$ cat src/rtl/proj_pkgs.sv
// ---------------------------------------------------------------------------
// proj_pkgs
// System-wide types and sizing constants shared across the array subsystem.
//   sa_inst_t     : vector-instruction word issued to the array controller
//   LAP_IQ_DEPTH  : system-level depth of the vinst_q instruction queue
// ---------------------------------------------------------------------------
package proj_pkgs;

  // Vector-instruction word as consumed by the array controller.
  typedef struct packed {
    logic [3:0]  op;
    logic [3:0]  dst;
    logic [3:0]  src;
    logic [15:0] imm;
  } sa_inst_t;

  // Depth of the instruction issue queue in front of the array controller.
  localparam int LAP_IQ_DEPTH = 4;

endpackage

$ cat src/rtl/vinst_q_pkg.sv
// ---------------------------------------------------------------------------
// vinst_q_pkg
// Local helpers for the instruction issue queue.
//   q_op_e   : classification of what the queue does in a given cycle
//   q_op()   : builds that classification from the qualified push/pop strobes
// ---------------------------------------------------------------------------
package vinst_q_pkg;

  // What happens to occupancy this cycle. OP_BOTH leaves count unchanged
  // while both pointers advance.
  typedef enum logic [1:0] {
    OP_NONE = 2'b00,
    OP_PUSH = 2'b01,
    OP_POP  = 2'b10,
    OP_BOTH = 2'b11
  } q_op_e;

  // Combine the already-qualified push and pop strobes into one op code.
  function automatic q_op_e q_op(input logic push, input logic pop);
    q_op_e op;
    op = OP_NONE;
    case ({pop, push})
      2'b01:   op = OP_PUSH;
      2'b10:   op = OP_POP;
      2'b11:   op = OP_BOTH;
      default: op = OP_NONE;
    endcase
    return op;
  endfunction

endpackage

$ cat src/rtl/vinst_q_if.sv
// ---------------------------------------------------------------------------
// vinst_q_if
// Bundles the host write side and the array-controller read side of the
// instruction issue queue.
//   host side : hvalid, hinst -> queue ; hready <- queue ; flush -> queue
//   ctrl side : ird -> queue ; iavail, inst <- queue
//   status    : count, full, empty, err <- queue
// Modports:
//   slave  : the queue itself (vinst_q)
//   master : the surrounding logic driving host writes and controller pops
// ---------------------------------------------------------------------------
interface vinst_q_if
  import proj_pkgs::*;
#(
  parameter int DEPTH = LAP_IQ_DEPTH
);

  localparam int AW = $clog2(DEPTH);

  logic          hvalid;
  sa_inst_t      hinst;
  logic          hready;
  logic          flush;
  logic          iavail;
  logic          ird;
  sa_inst_t      inst;
  logic [AW:0]   count;
  logic          full;
  logic          empty;
  logic          err;

  modport slave (
    input  hvalid, hinst, flush, ird,
    output hready, iavail, inst, count, full, empty, err
  );

  modport master (
    output hvalid, hinst, flush, ird,
    input  hready, iavail, inst, count, full, empty, err
  );

endinterface

$ cat src/rtl/vinst_q.sv
// ---------------------------------------------------------------------------
// vinst_q
// Instruction issue queue feeding the vector-instruction array controller.
// Host writes sa_inst_t words; the head entry is presented on inst/iavail,
// and the controller pops it with a one-cycle ird pulse, sampling inst in
// that same cycle.
// Ports:
//   clk    : clock
//   reset  : synchronous, active-high
//   q      : vinst_q_if.slave (hvalid/hinst/hready/flush, ird/iavail/inst,
//            count/full/empty/err)
// ---------------------------------------------------------------------------
module vinst_q
  import proj_pkgs::*;
  import vinst_q_pkg::*;
#(
  parameter int DEPTH = LAP_IQ_DEPTH
)(
  input  logic       clk,
  input  logic       reset,
  vinst_q_if.slave   q
);

  localparam int           AW       = $clog2(DEPTH);
  localparam logic [AW:0]  FULL_CNT = (AW+1)'(DEPTH);

  sa_inst_t     mem [DEPTH];
  logic [AW-1:0] wr_ptr;
  logic [AW-1:0] rd_ptr;
  logic [AW:0]   cnt;
  logic          err_q;

  logic  is_full;
  logic  is_empty;
  logic  push;
  logic  pop;
  q_op_e op;

  // Status flags depend only on the registered count, so neither ird nor
  // hvalid has a combinational path to hready/iavail. Push and pop are each
  // qualified on their own flag, which makes a same-cycle push+pop legal at
  // any count where both are individually allowed; flush overrides both.
  always_comb begin
    is_full  = (cnt == FULL_CNT);
    is_empty = (cnt == '0);
    push     = q.hvalid & ~is_full  & ~q.flush;
    pop      = q.ird    & ~is_empty & ~q.flush;
    op       = q_op(push, pop);
  end

  // Pointer, occupancy and sticky-error state. Pointers wrap naturally
  // because DEPTH is a power of two. An ird seen while empty only raises
  // err; flush empties the queue but deliberately leaves err alone so a
  // controller protocol fault is not hidden by a later flush.
  always_ff @(posedge clk) begin
    if (reset) begin
      wr_ptr <= '0;
      rd_ptr <= '0;
      cnt    <= '0;
      err_q  <= 1'b0;
    end else begin
      if (q.ird && is_empty) begin
        err_q <= 1'b1;
      end
      if (q.flush) begin
        wr_ptr <= '0;
        rd_ptr <= '0;
        cnt    <= '0;
      end else begin
        case (op)
          OP_PUSH: begin
            wr_ptr <= wr_ptr + 1'b1;
            cnt    <= cnt + 1'b1;
          end
          OP_POP: begin
            rd_ptr <= rd_ptr + 1'b1;
            cnt    <= cnt - 1'b1;
          end
          OP_BOTH: begin
            wr_ptr <= wr_ptr + 1'b1;
            rd_ptr <= rd_ptr + 1'b1;
          end
          default: begin
          end
        endcase
      end
    end
  end

  // Storage is a plain flop array with no reset: after reset only the
  // pointers matter, and the head contents are don't-care until written.
  // A push coinciding with reset is dropped so storage never changes while
  // the queue is being cleared.
  always_ff @(posedge clk) begin
    if (push && !reset) begin
      mem[wr_ptr] <= q.hinst;
    end
  end

  // Output decodes: everything comes from registered state, and inst is a
  // mux of registered storage on the registered read pointer, so it is
  // stable for the entire ird cycle.
  always_comb begin
    q.hready = ~is_full;
    q.iavail = ~is_empty;
    q.full   = is_full;
    q.empty  = is_empty;
    q.count  = cnt;
    q.err    = err_q;
    q.inst   = mem[rd_ptr];
  end

  // Occupancy can never exceed DEPTH given the full/empty qualification.
  a_count_bound: assert property (@(posedge clk) disable iff (reset) cnt <= FULL_CNT);

endmodule

$ cat src/flat_wrapper.sv
// flat-port wrapper written by rule: the top's interface ports become plain ports
module vinst_q_flat import proj_pkgs::*; import vinst_q_pkg::*;
#(
  parameter int DEPTH = LAP_IQ_DEPTH
)
  (clk, reset, q_hvalid, q_hinst, q_flush, q_ird, q_hready, q_iavail, q_inst, q_count, q_full, q_empty, q_err);
  vinst_q_if #(.DEPTH(DEPTH)) q_i ();
  input  logic clk;
  input  logic reset;
  input wire logic [$bits(q_i.hvalid)-1:0] q_hvalid;
  input wire logic [$bits(q_i.hinst)-1:0] q_hinst;
  input wire logic [$bits(q_i.flush)-1:0] q_flush;
  input wire logic [$bits(q_i.ird)-1:0] q_ird;
  output wire logic [$bits(q_i.hready)-1:0] q_hready;
  output wire logic [$bits(q_i.iavail)-1:0] q_iavail;
  output wire logic [$bits(q_i.inst)-1:0] q_inst;
  output wire logic [$bits(q_i.count)-1:0] q_count;
  output wire logic [$bits(q_i.full)-1:0] q_full;
  output wire logic [$bits(q_i.empty)-1:0] q_empty;
  output wire logic [$bits(q_i.err)-1:0] q_err;
  assign q_i.hvalid = q_hvalid;
  assign q_i.hinst = q_hinst;
  assign q_i.flush = q_flush;
  assign q_i.ird = q_ird;
  assign q_hready = q_i.hready;
  assign q_iavail = q_i.iavail;
  assign q_inst = q_i.inst;
  assign q_count = q_i.count;
  assign q_full = q_i.full;
  assign q_empty = q_i.empty;
  assign q_err = q_i.err;
  vinst_q #(.DEPTH(DEPTH)) u_core (.clk(clk), .reset(reset), .q(q_i));
endmodule
$ cat config.mk
export PLATFORM = sky130hd
export DESIGN_NAME = vinst_q_flat
export DESIGN_NICKNAME = d
export VERILOG_FILES = /design/src/rtl/proj_pkgs.sv /design/src/rtl/vinst_q_pkg.sv /design/src/rtl/vinst_q_if.sv /design/src/rtl/vinst_q.sv /design/src/flat_wrapper.sv
export SDC_FILE = /design/constraint.sdc
export NUM_CORES = 1
export LEC_CHECK = 0
export CORE_ASPECT_RATIO = 0.8
export CORE_MARGIN = 10
export CORE_UTILIZATION = 35
export DETAILED_ROUTE_END_ITERATION = 8
export DONT_BUFFER_PORTS = 1
export GPL_TIMING_DRIVEN = 0
export PLACE_DENSITY = 0.51
export SYNTH_ARGS = -nofsm -noshare
export SYNTH_HDL_FRONTEND = slang
export SYNTH_SLANG_ARGS = --single-unit
$ cat constraint.sdc
create_clock -name clk -period 4.5 [get_ports clk]
set_input_delay 0.9 -clock clk [delete_from_list [all_inputs] [get_ports clk]]
set_output_delay 0.9 -clock clk [all_outputs]
set_load 0.01 [all_outputs]
==> results of run 1 <==
## placed cells by master, fill, tap and decap left out, drive strengths merged
cell | Yosys | routed
a21oi | 1 | 1
nand3b | 1 | 1
dfxtp | 10 | 10
a2111oi | 1 | 1
o21ai | 1 | 1
xnor2 | 2 | 2
inv | 8 | 8
bufinv | 0 | 3
nor2 | 3 | 3
and3 | 2 | 2
or3 | 2 | 2
clkbuf | 1 | 18
or3b | 1 | 1
mux2i | 3 | 3
mux4 | 28 | 28
nor3b | 5 | 5
edfxtp | 112 | 112
fa | 1 | 1
xor2 | 1 | 1
nand2 | 6 | 6
nor3 | 3 | 3
buf | 6 | 18
clkinv | 0 | 8
ha | 6 | 6
clkinvlp | 0 | 4
## per-stage QoR
step	util (%)	instance area [µm²]	std cells	setup TNS [ps]
2_1_floorplan	-	4637	204	0
3_3_place_gp	37.60	4856	379	-122640
5_1_grt	43.25	5587	423	0
3_5_place_dp	38.74	5004	391	0
4_1_cts	43.25	5587	423	0
6_report	43.25	5587	423	0
## worst max-delay path, cell delays in order, from the launching register on
cell and delay, ps:
sky130_fd_sc_hd__dfxtp_1 300, sky130_fd_sc_hd__buf_2 230, sky130_fd_sc_hd__buf_2 360, sky130_fd_sc_hd__mux4_2 420
## report_power, final
part / internal (mW) / switching (mW)
Clock: 0.857 / 0.466
Sequential: 1.25 / 0.00490
Combinational: 0.0199 / 0.0278
Total: 2.13 / 0.499
## cell families (layout without fill, tap and decap cells)
family          after synthesis  count (layout)
compound gates                3               3
xor+xnor                      3               3
fa+ha+maj                     7               7
buf+inv                      15              59
flops                       122             122
mux                          31              31
simple gates                 23              23
## sequential cells by signal, summed over array words and instances (netlist names), named ones only
signal,count
u_core.rd_ptr,2
u_core.q.count,3
u_core.q.err,1
u_core.mem,112
u_core.wr_ptr,2
## worst min path at each step
stage / depth (start not counted) / from / slack (ps) / to
after detailed placement: 2 / u_core.wr_ptr[1] / 500 / u_core.wr_ptr[1]
final: 2 / u_core.wr_ptr[1] / 500 / u_core.wr_ptr[1]
after global routing: 2 / u_core.wr_ptr[0] / 540 / u_core.wr_ptr[0]
after CTS: 2 / u_core.wr_ptr[1] / 510 / u_core.wr_ptr[1]
after global placement: 2 / u_core.wr_ptr[1] / 490 / u_core.wr_ptr[1]
after floorplan: 2 / u_core.wr_ptr[1] / 470 / u_core.wr_ptr[1]
## layer usage
layer	wire length, µm	GRT usage (%)	up-vias	part of all wire, %
met5	0	0	-	0
met2	3997	14.94	60	47
met3	944	6.207	13	11
li1	-	-	907	-
met4	154	5.562	0	1.8
met1	3494	10.73	1004	41
## cell type report
class	count	share of cell area [%]
timing repair buffer	12	2.284
clock inverter	15	2.822
clock buffer	17	7.615
sequential	122	63.79
inverter	8	0.5375
buffer	7	1.254
multi-input combinational	67	17.78
tap	175	3.919
==> results.sh, run 1 <==
export IMPL_area_growth_syn_to_layout_pct=20.48
export IMPL_status="finished clean"
export IMPL_whs_ps=500.7
export IMPL_top_ports=69
export IMPL_postSynthRegisterBits=122
export IMPL_p_per_area_nw_per_um2=470.2
export IMPL_power_ir_vdd_worst_mv=0.4193
export IMPL_end_kind="output port"
export IMPL_grt_usage_pct=9.961
export IMPL_detailedRoute_firstIterationViolations=87
export IMPL_totalWireLength_um=8590
export IMPL_synthFlopType="sky130_fd_sc_hd__edfxtp_1"
export IMPL_die_y_um=123.0
export IMPL_synthDistinctLibCells=25
export IMPL_critical_path_startpoint_type="register"
export IMPL_synthAdderAreaFrac_pct=2.051
export IMPL_synth_cells_most_frequent="sky130_fd_sc_hd__edfxtp_1 (112), sky130_fd_sc_hd__mux4_2 (20), sky130_fd_sc_hd__dfxtp_1 (10)"
export IMPL_post_route_total_power_mw=2.627
export IMPL_tightest_slew_ps=588.1
export IMPL_wl_per_cell_um=20.31
export IMPL_report_final_setup_viol=0
export IMPL_path_class="register to output port"
export IMPL_postLayoutSetupSlackWorst_ps=1891
export IMPL_rrSetupSlack_ps=2170
export IMPL_route_detailed_vias_per_inst=4.690
export IMPL_cts_hold_repair_buffers=0
export IMPL_grt_start_max_net_pins=17
export IMPL_slew_headroom_pct=60.49
export IMPL_placement_rows=37
export IMPL_port_buffers=0
export IMPL_max_cap_viol_count=0
export IMPL_dp_hpwl_um=6000
export IMPL_worstPathMaxFanout=10
export IMPL_skew_ps=7.181
export IMPL_synthXorXnorAreaFrac_pct=0.5666
export IMPL_cts_max_level=4
export IMPL_synth_compound_gate_area_share_pct=0.4047
export IMPL_syn_area_um2=4637
export IMPL_fillCellCount=1104
export IMPL_drive_gt1_share_pct=28.63
export IMPL_timing_fmax_ghz=0.3832
export IMPL_synth_seq_area_share_pct=76.85
export IMPL_rsz0062_at_grt="false"
export IMPL_post_synth_and_or_nand_nor_area_fraction_pct=3.076
export IMPL_gr_total_overflow=0
export IMPL_clock_sinks=122
export IMPL_die_area_um2=18280
export IMPL_cp_capture_point="q_inst[2]"
export IMPL_cts_made_buffers=17
export IMPL_post_route_drc_count=0
export IMPL_hold_violation_total_from_the_final_report=0
export IMPL_layout_worst_path_cycle_share_pct=57.99
export IMPL_cts_root_buf="sky130_fd_sc_hd__clkbuf_16"
export IMPL_rr_worst_depth=6
export IMPL_floorplan_initialDensity_pct=35.90
export IMPL_cts_repair_timing_setup_buffer_count=0
export IMPL_worst_r2r_endpoint="u_core.q.count[1]"
export IMPL_synth_nets=244
export IMPL_grt_pass1_vias=2171
export IMPL_multiInputGateArea_um2=993.5
export IMPL_synth_most_common_cell="sky130_fd_sc_hd__edfxtp_1"
export IMPL_post_synth_top_area_cell="sky130_fd_sc_hd__edfxtp_1"
export IMPL_finalWorstPathRequiredPeriod_ps=2609
export IMPL_leakage_nw=1.816
export IMPL_grt_pass1_wl_um=13090
export IMPL_post_place_ws_ps=2012
export IMPL_tritoncts="built"
export IMPL_seq_area_um2=3563
export IMPL_rd_place_congestion=0.6560
export IMPL_synth_edff_count=112
export IMPL_crit_required_ps=3600
export IMPL_postSynthAreaPerCell_um2=22.73
export IMPL_async_flop_share_pct=0
export IMPL_synth_area_top_cells="sky130_fd_sc_hd__edfxtp_1 (73%), sky130_fd_sc_hd__mux4_2 (9.7%), sky130_fd_sc_hd__mux4_1 (4.5%)"
export IMPL_ctsLongestPathBuffers=2
export IMPL_netlist_area_leader_share_pct=72.53
export IMPL_ctsResizeCount=0
export IMPL_netlist_instances=204
export IMPL_timing_rr_start="u_core.q.count[0]"
export IMPL_worstSkewPairLatency_ps=410
export IMPL_detailroute_via_count=1984
export IMPL_combinational_family_with_the_most_area_after_synthesis="multiplexers"
export IMPL_worstHoldPathType="register to register"
export IMPL_die_x_um=148.7
export IMPL_antenna_diode_count=0
export IMPL_clkSlewWorstSetupHoldPaths_ps=50
export IMPL_postRouteAntennaNets=0
export IMPL_detailed_routing_iterations_pass_1=4
export IMPL_synth_mux_area_share_pct=14.89
export IMPL_timing_final_max_slew_violations=0
export IMPL_grt_antenna_before_repair=0
export IMPL_crit_arrival_ps=1710
export IMPL_yosys_warns=0
export IMPL_design_core_area_um2=12920
export IMPL_layout_nets=275
(Power assumes the default switching activity.)
==> inputs of run 2 (changes only) <==
==> constraint.sdc (replaced) <==
create_clock -name clk -period 2.55 [get_ports clk]
set_input_delay 0.51 -clock clk [delete_from_list [all_inputs] [get_ports clk]]
set_output_delay 0.51 -clock clk [all_outputs]
set_load 0.01 [all_outputs]
==> results of run 2 <==
The final DEF is identical to that of run 1. Status: finished clean.
Main changes from that run: setup slack after placement 2012 ps -> 246.5 ps; clock-pin slew on the worst setup and hold paths 50 ps -> 60 ps; setup slack after layout 1891 ps -> 221.0 ps; hold slack 500.7 ps -> 172.9 ps; end point of the critical path q_inst[2] -> u_core.q.count[1]; register-to-register setup slack 2170 ps -> 220 ps; end point of the worst hold path u_core.wr_ptr[1] -> u_core.q.count[0]; total power 2.627 mW -> 4.635 mW; worst IR drop on VDD 0.4193 mV -> 0.7399 mV
==> inputs of run 3 (changes only) <==
--- a/config.mk
+++ b/config.mk
@@ -12,6 +12,7 @@
 export DONT_BUFFER_PORTS = 1
 export GPL_TIMING_DRIVEN = 0
 export PLACE_DENSITY = 0.51
+export SLEW_MARGIN = 20
 export SYNTH_ARGS = -nofsm -noshare
 export SYNTH_HDL_FRONTEND = slang
 export SYNTH_SLANG_ARGS = --single-unit
==> results.sh, run 3 (synthesis results as in run 1) <==
export IMPL_rrSetupSlack_ps=190
export IMPL_leakage_nw=1.831
export IMPL_postLayoutSetupSlackWorst_ps=192.0
export IMPL_power_ir_vdd_worst_mv=0.4493
export IMPL_tightest_slew_ps=791.0
export IMPL_crit_required_ps=2660
export IMPL_worstPathMaxFanout=9
export IMPL_postRouteAntennaNets=0
export IMPL_skew_ps=4.453
export IMPL_grt_pass1_vias=2185
export IMPL_tritoncts="built"
export IMPL_most_common_cell_type_on_the_critical_path="sky130_fd_sc_hd__buf_4"
export IMPL_die_y_um=123.0
export IMPL_die_area_um2=18280
export IMPL_floorplan_initialDensity_pct=35.90
export IMPL_largest_register_ffs=112
export IMPL_slew_headroom_pct=47.04
export IMPL_grt_antenna_before_repair=0
export IMPL_status="finished clean"
export IMPL_regMostFlops="u_core.mem"
export IMPL_most_common_layout_cells="sky130_fd_sc_hd__edfxtp_1 (112), sky130_fd_sc_hd__mux4_2 (20), sky130_fd_sc_hd__clkbuf_16 (17)"
export IMPL_timing_rr_start="u_core.q.count[0]"
export IMPL_detailed_routing_iterations_pass_1=4
export IMPL_ctsResizeCount=0
export IMPL_met1_demand_to_capacity_share_in_global_routing_pct=10.76
export IMPL_die_x_um=148.7
export IMPL_cts_repair_timing_setup_buffer_count=0
export IMPL_cts_root_buf="sky130_fd_sc_hd__clkbuf_16"
export IMPL_rr_worst_depth=5
export IMPL_rsz0062_at_grt="true"
export IMPL_path_class="register to register"
export IMPL_timing_critical_path_cells="or3b_4 > nand3b_4 > nor3b_2 > buf_4 > buf_4"
export IMPL_critical_path_max_stage_delay_ps=700
export IMPL_end_kind="register"
export IMPL_clock_sinks=122
export IMPL_fillCellCount=1125
export IMPL_ctsLongestPathBuffers=2
export IMPL_rd_place_congestion=0.6560
export IMPL_top_ports=69
export IMPL_gr_total_overflow=0
export IMPL_route_detailed_vias_per_inst=4.738
export IMPL_design_core_area_um2=12920
export IMPL_grt_usage_pct=9.860
export IMPL_cp_slowest_cell="sky130_fd_sc_hd__nor3b_2"
export IMPL_layout_nets=278
export IMPL_clkSlewWorstSetupHoldPaths_ps=50
export IMPL_antenna_diode_count=0
export IMPL_placement_rows=37
export IMPL_crit_buf_inv=2
export IMPL_detailedRoute_firstIterationViolations=112
export IMPL_placed_area_um2=5000
export IMPL_grt_met3_usage_pct=5.915
export IMPL_post_place_ws_ps=119.4
export IMPL_post_route_drc_count=0
export IMPL_timing_critical_path_max_delay_family="simple AND/OR/NAND/NOR gates"
export IMPL_setup_tns_ps=0
export IMPL_multiInputGateArea_um2=993.5
export IMPL_startpoint_of_the_lowest_slack_hold_path="q_flush"
export IMPL_finalWorstPathRequiredPeriod_ps=2358
export IMPL_port_buffers=0
export IMPL_hold_path_cell_count=1
export IMPL_dp_hpwl_um=6040
export IMPL_max_cap_viol_count=0
export IMPL_timing_final_max_slew_violations=0
export IMPL_worstHoldPathType="input pin to register"
export IMPL_worst_r2r_endpoint="u_core.mem[1][14]"
export IMPL_drive_gt1_share_pct=29.44
export IMPL_detailroute_via_count=2004
export IMPL_p_per_area_nw_per_um2=820.4
export IMPL_min_delay_worst_endpoint="u_core.q.count[0]"
export IMPL_grt_start_max_net_pins=17
export IMPL_gr_max_usage_layer="met2"
export IMPL_layout_worst_path_cycle_share_pct=92.47
export IMPL_grt_use_met2_pct=14.52
export IMPL_cts_hold_repair_buffers=0
export IMPL_area_growth_syn_to_layout_pct=19.89
export IMPL_layout_commonest_cell="sky130_fd_sc_hd__edfxtp_1"
export IMPL_totalWireLength_um=8442
export IMPL_worstSkewPairLatency_ps=410
export IMPL_timing_fmax_ghz=0.4241
export IMPL_wl_per_cell_um=19.96
export IMPL_hold_violation_total_from_the_final_report=0
export IMPL_report_final_setup_viol=0
export IMPL_critical_path_startpoint_type="register"
export IMPL_seq_area_um2=3563
export IMPL_crit_arrival_ps=2470
export IMPL_cts_max_level=4
export IMPL_cts_made_buffers=17
export IMPL_post_route_cell_area_um2=5559
export IMPL_grt_pass1_wl_um=13000
-- run 3: cell count changes in the layout (fill, tap and decap cells not counted), sizes merged --
cell / before / now
buf: 18 / 21
clkinvlp: 4 / 1
-- run 3: worst max path at each step --
stage,from,to,slack (ps),cells after the start
detailed placement,u_core.q.count[0],u_core.mem[1][12],120,5
finish,u_core.q.count[0],u_core.mem[1][14],190,5
global placement,u_core.q.count[0],u_core.mem[0][12],-2820,3
floorplan,u_core.q.count[0],u_core.mem[1][0],-800,3
CTS,u_core.q.count[0],u_core.mem[1][14],110,5
global route,u_core.q.count[0],u_core.q.count[1],-20,6
-- run 3: layer usage --
layer,wire [µm],vias up
li1,-,909
met2,3983,53
met3,838,15
met1,3457,1027
met4,162,0
met5,0,-
-- run 3: power breakdown --
part | internal (mW) | leakage [nW] | switching (mW) | total (mW)
combinational | 0.0354 | 0.462 | 0.0495 | 0.0849
clock | 1.49 | 0.276 | 0.765 | 2.26
sequential | 2.21 | 1.09 | 0.00870 | 2.22
-- run 3: final cells by class --
| type | count | area share, % |
|---|---|---|
| Clock inverter | 12 | 2.408 |
| Buffer | 7 | 1.260 |
| Multi-Input combinational cell | 67 | 17.87 |
| Clock buffer | 17 | 7.652 |
| Tap cell | 175 | 3.939 |
| Timing Repair Buffer | 15 | 2.228 |
| Inverter | 8 | 0.5402 |
| Sequential cell | 122 | 64.10 |
-- run 3: per-stage QoR --
stage | std cells | total power, mW | hold WS, ps | util, %
6_report | 423 | 4.561 | 174.9 | 43.04
5_1_grt | 423 | 4.734 | 155.0 | 43.04
4_1_cts | 423 | 4.632 | 148.4 | 43.04
3_5_place_dp | 394 | 2.344 | 496.5 | 38.71
3_3_place_gp | 379 | 2.339 | 492.9 | 37.60
2_1_floorplan | 204 | 2.318 | 470.9 | -
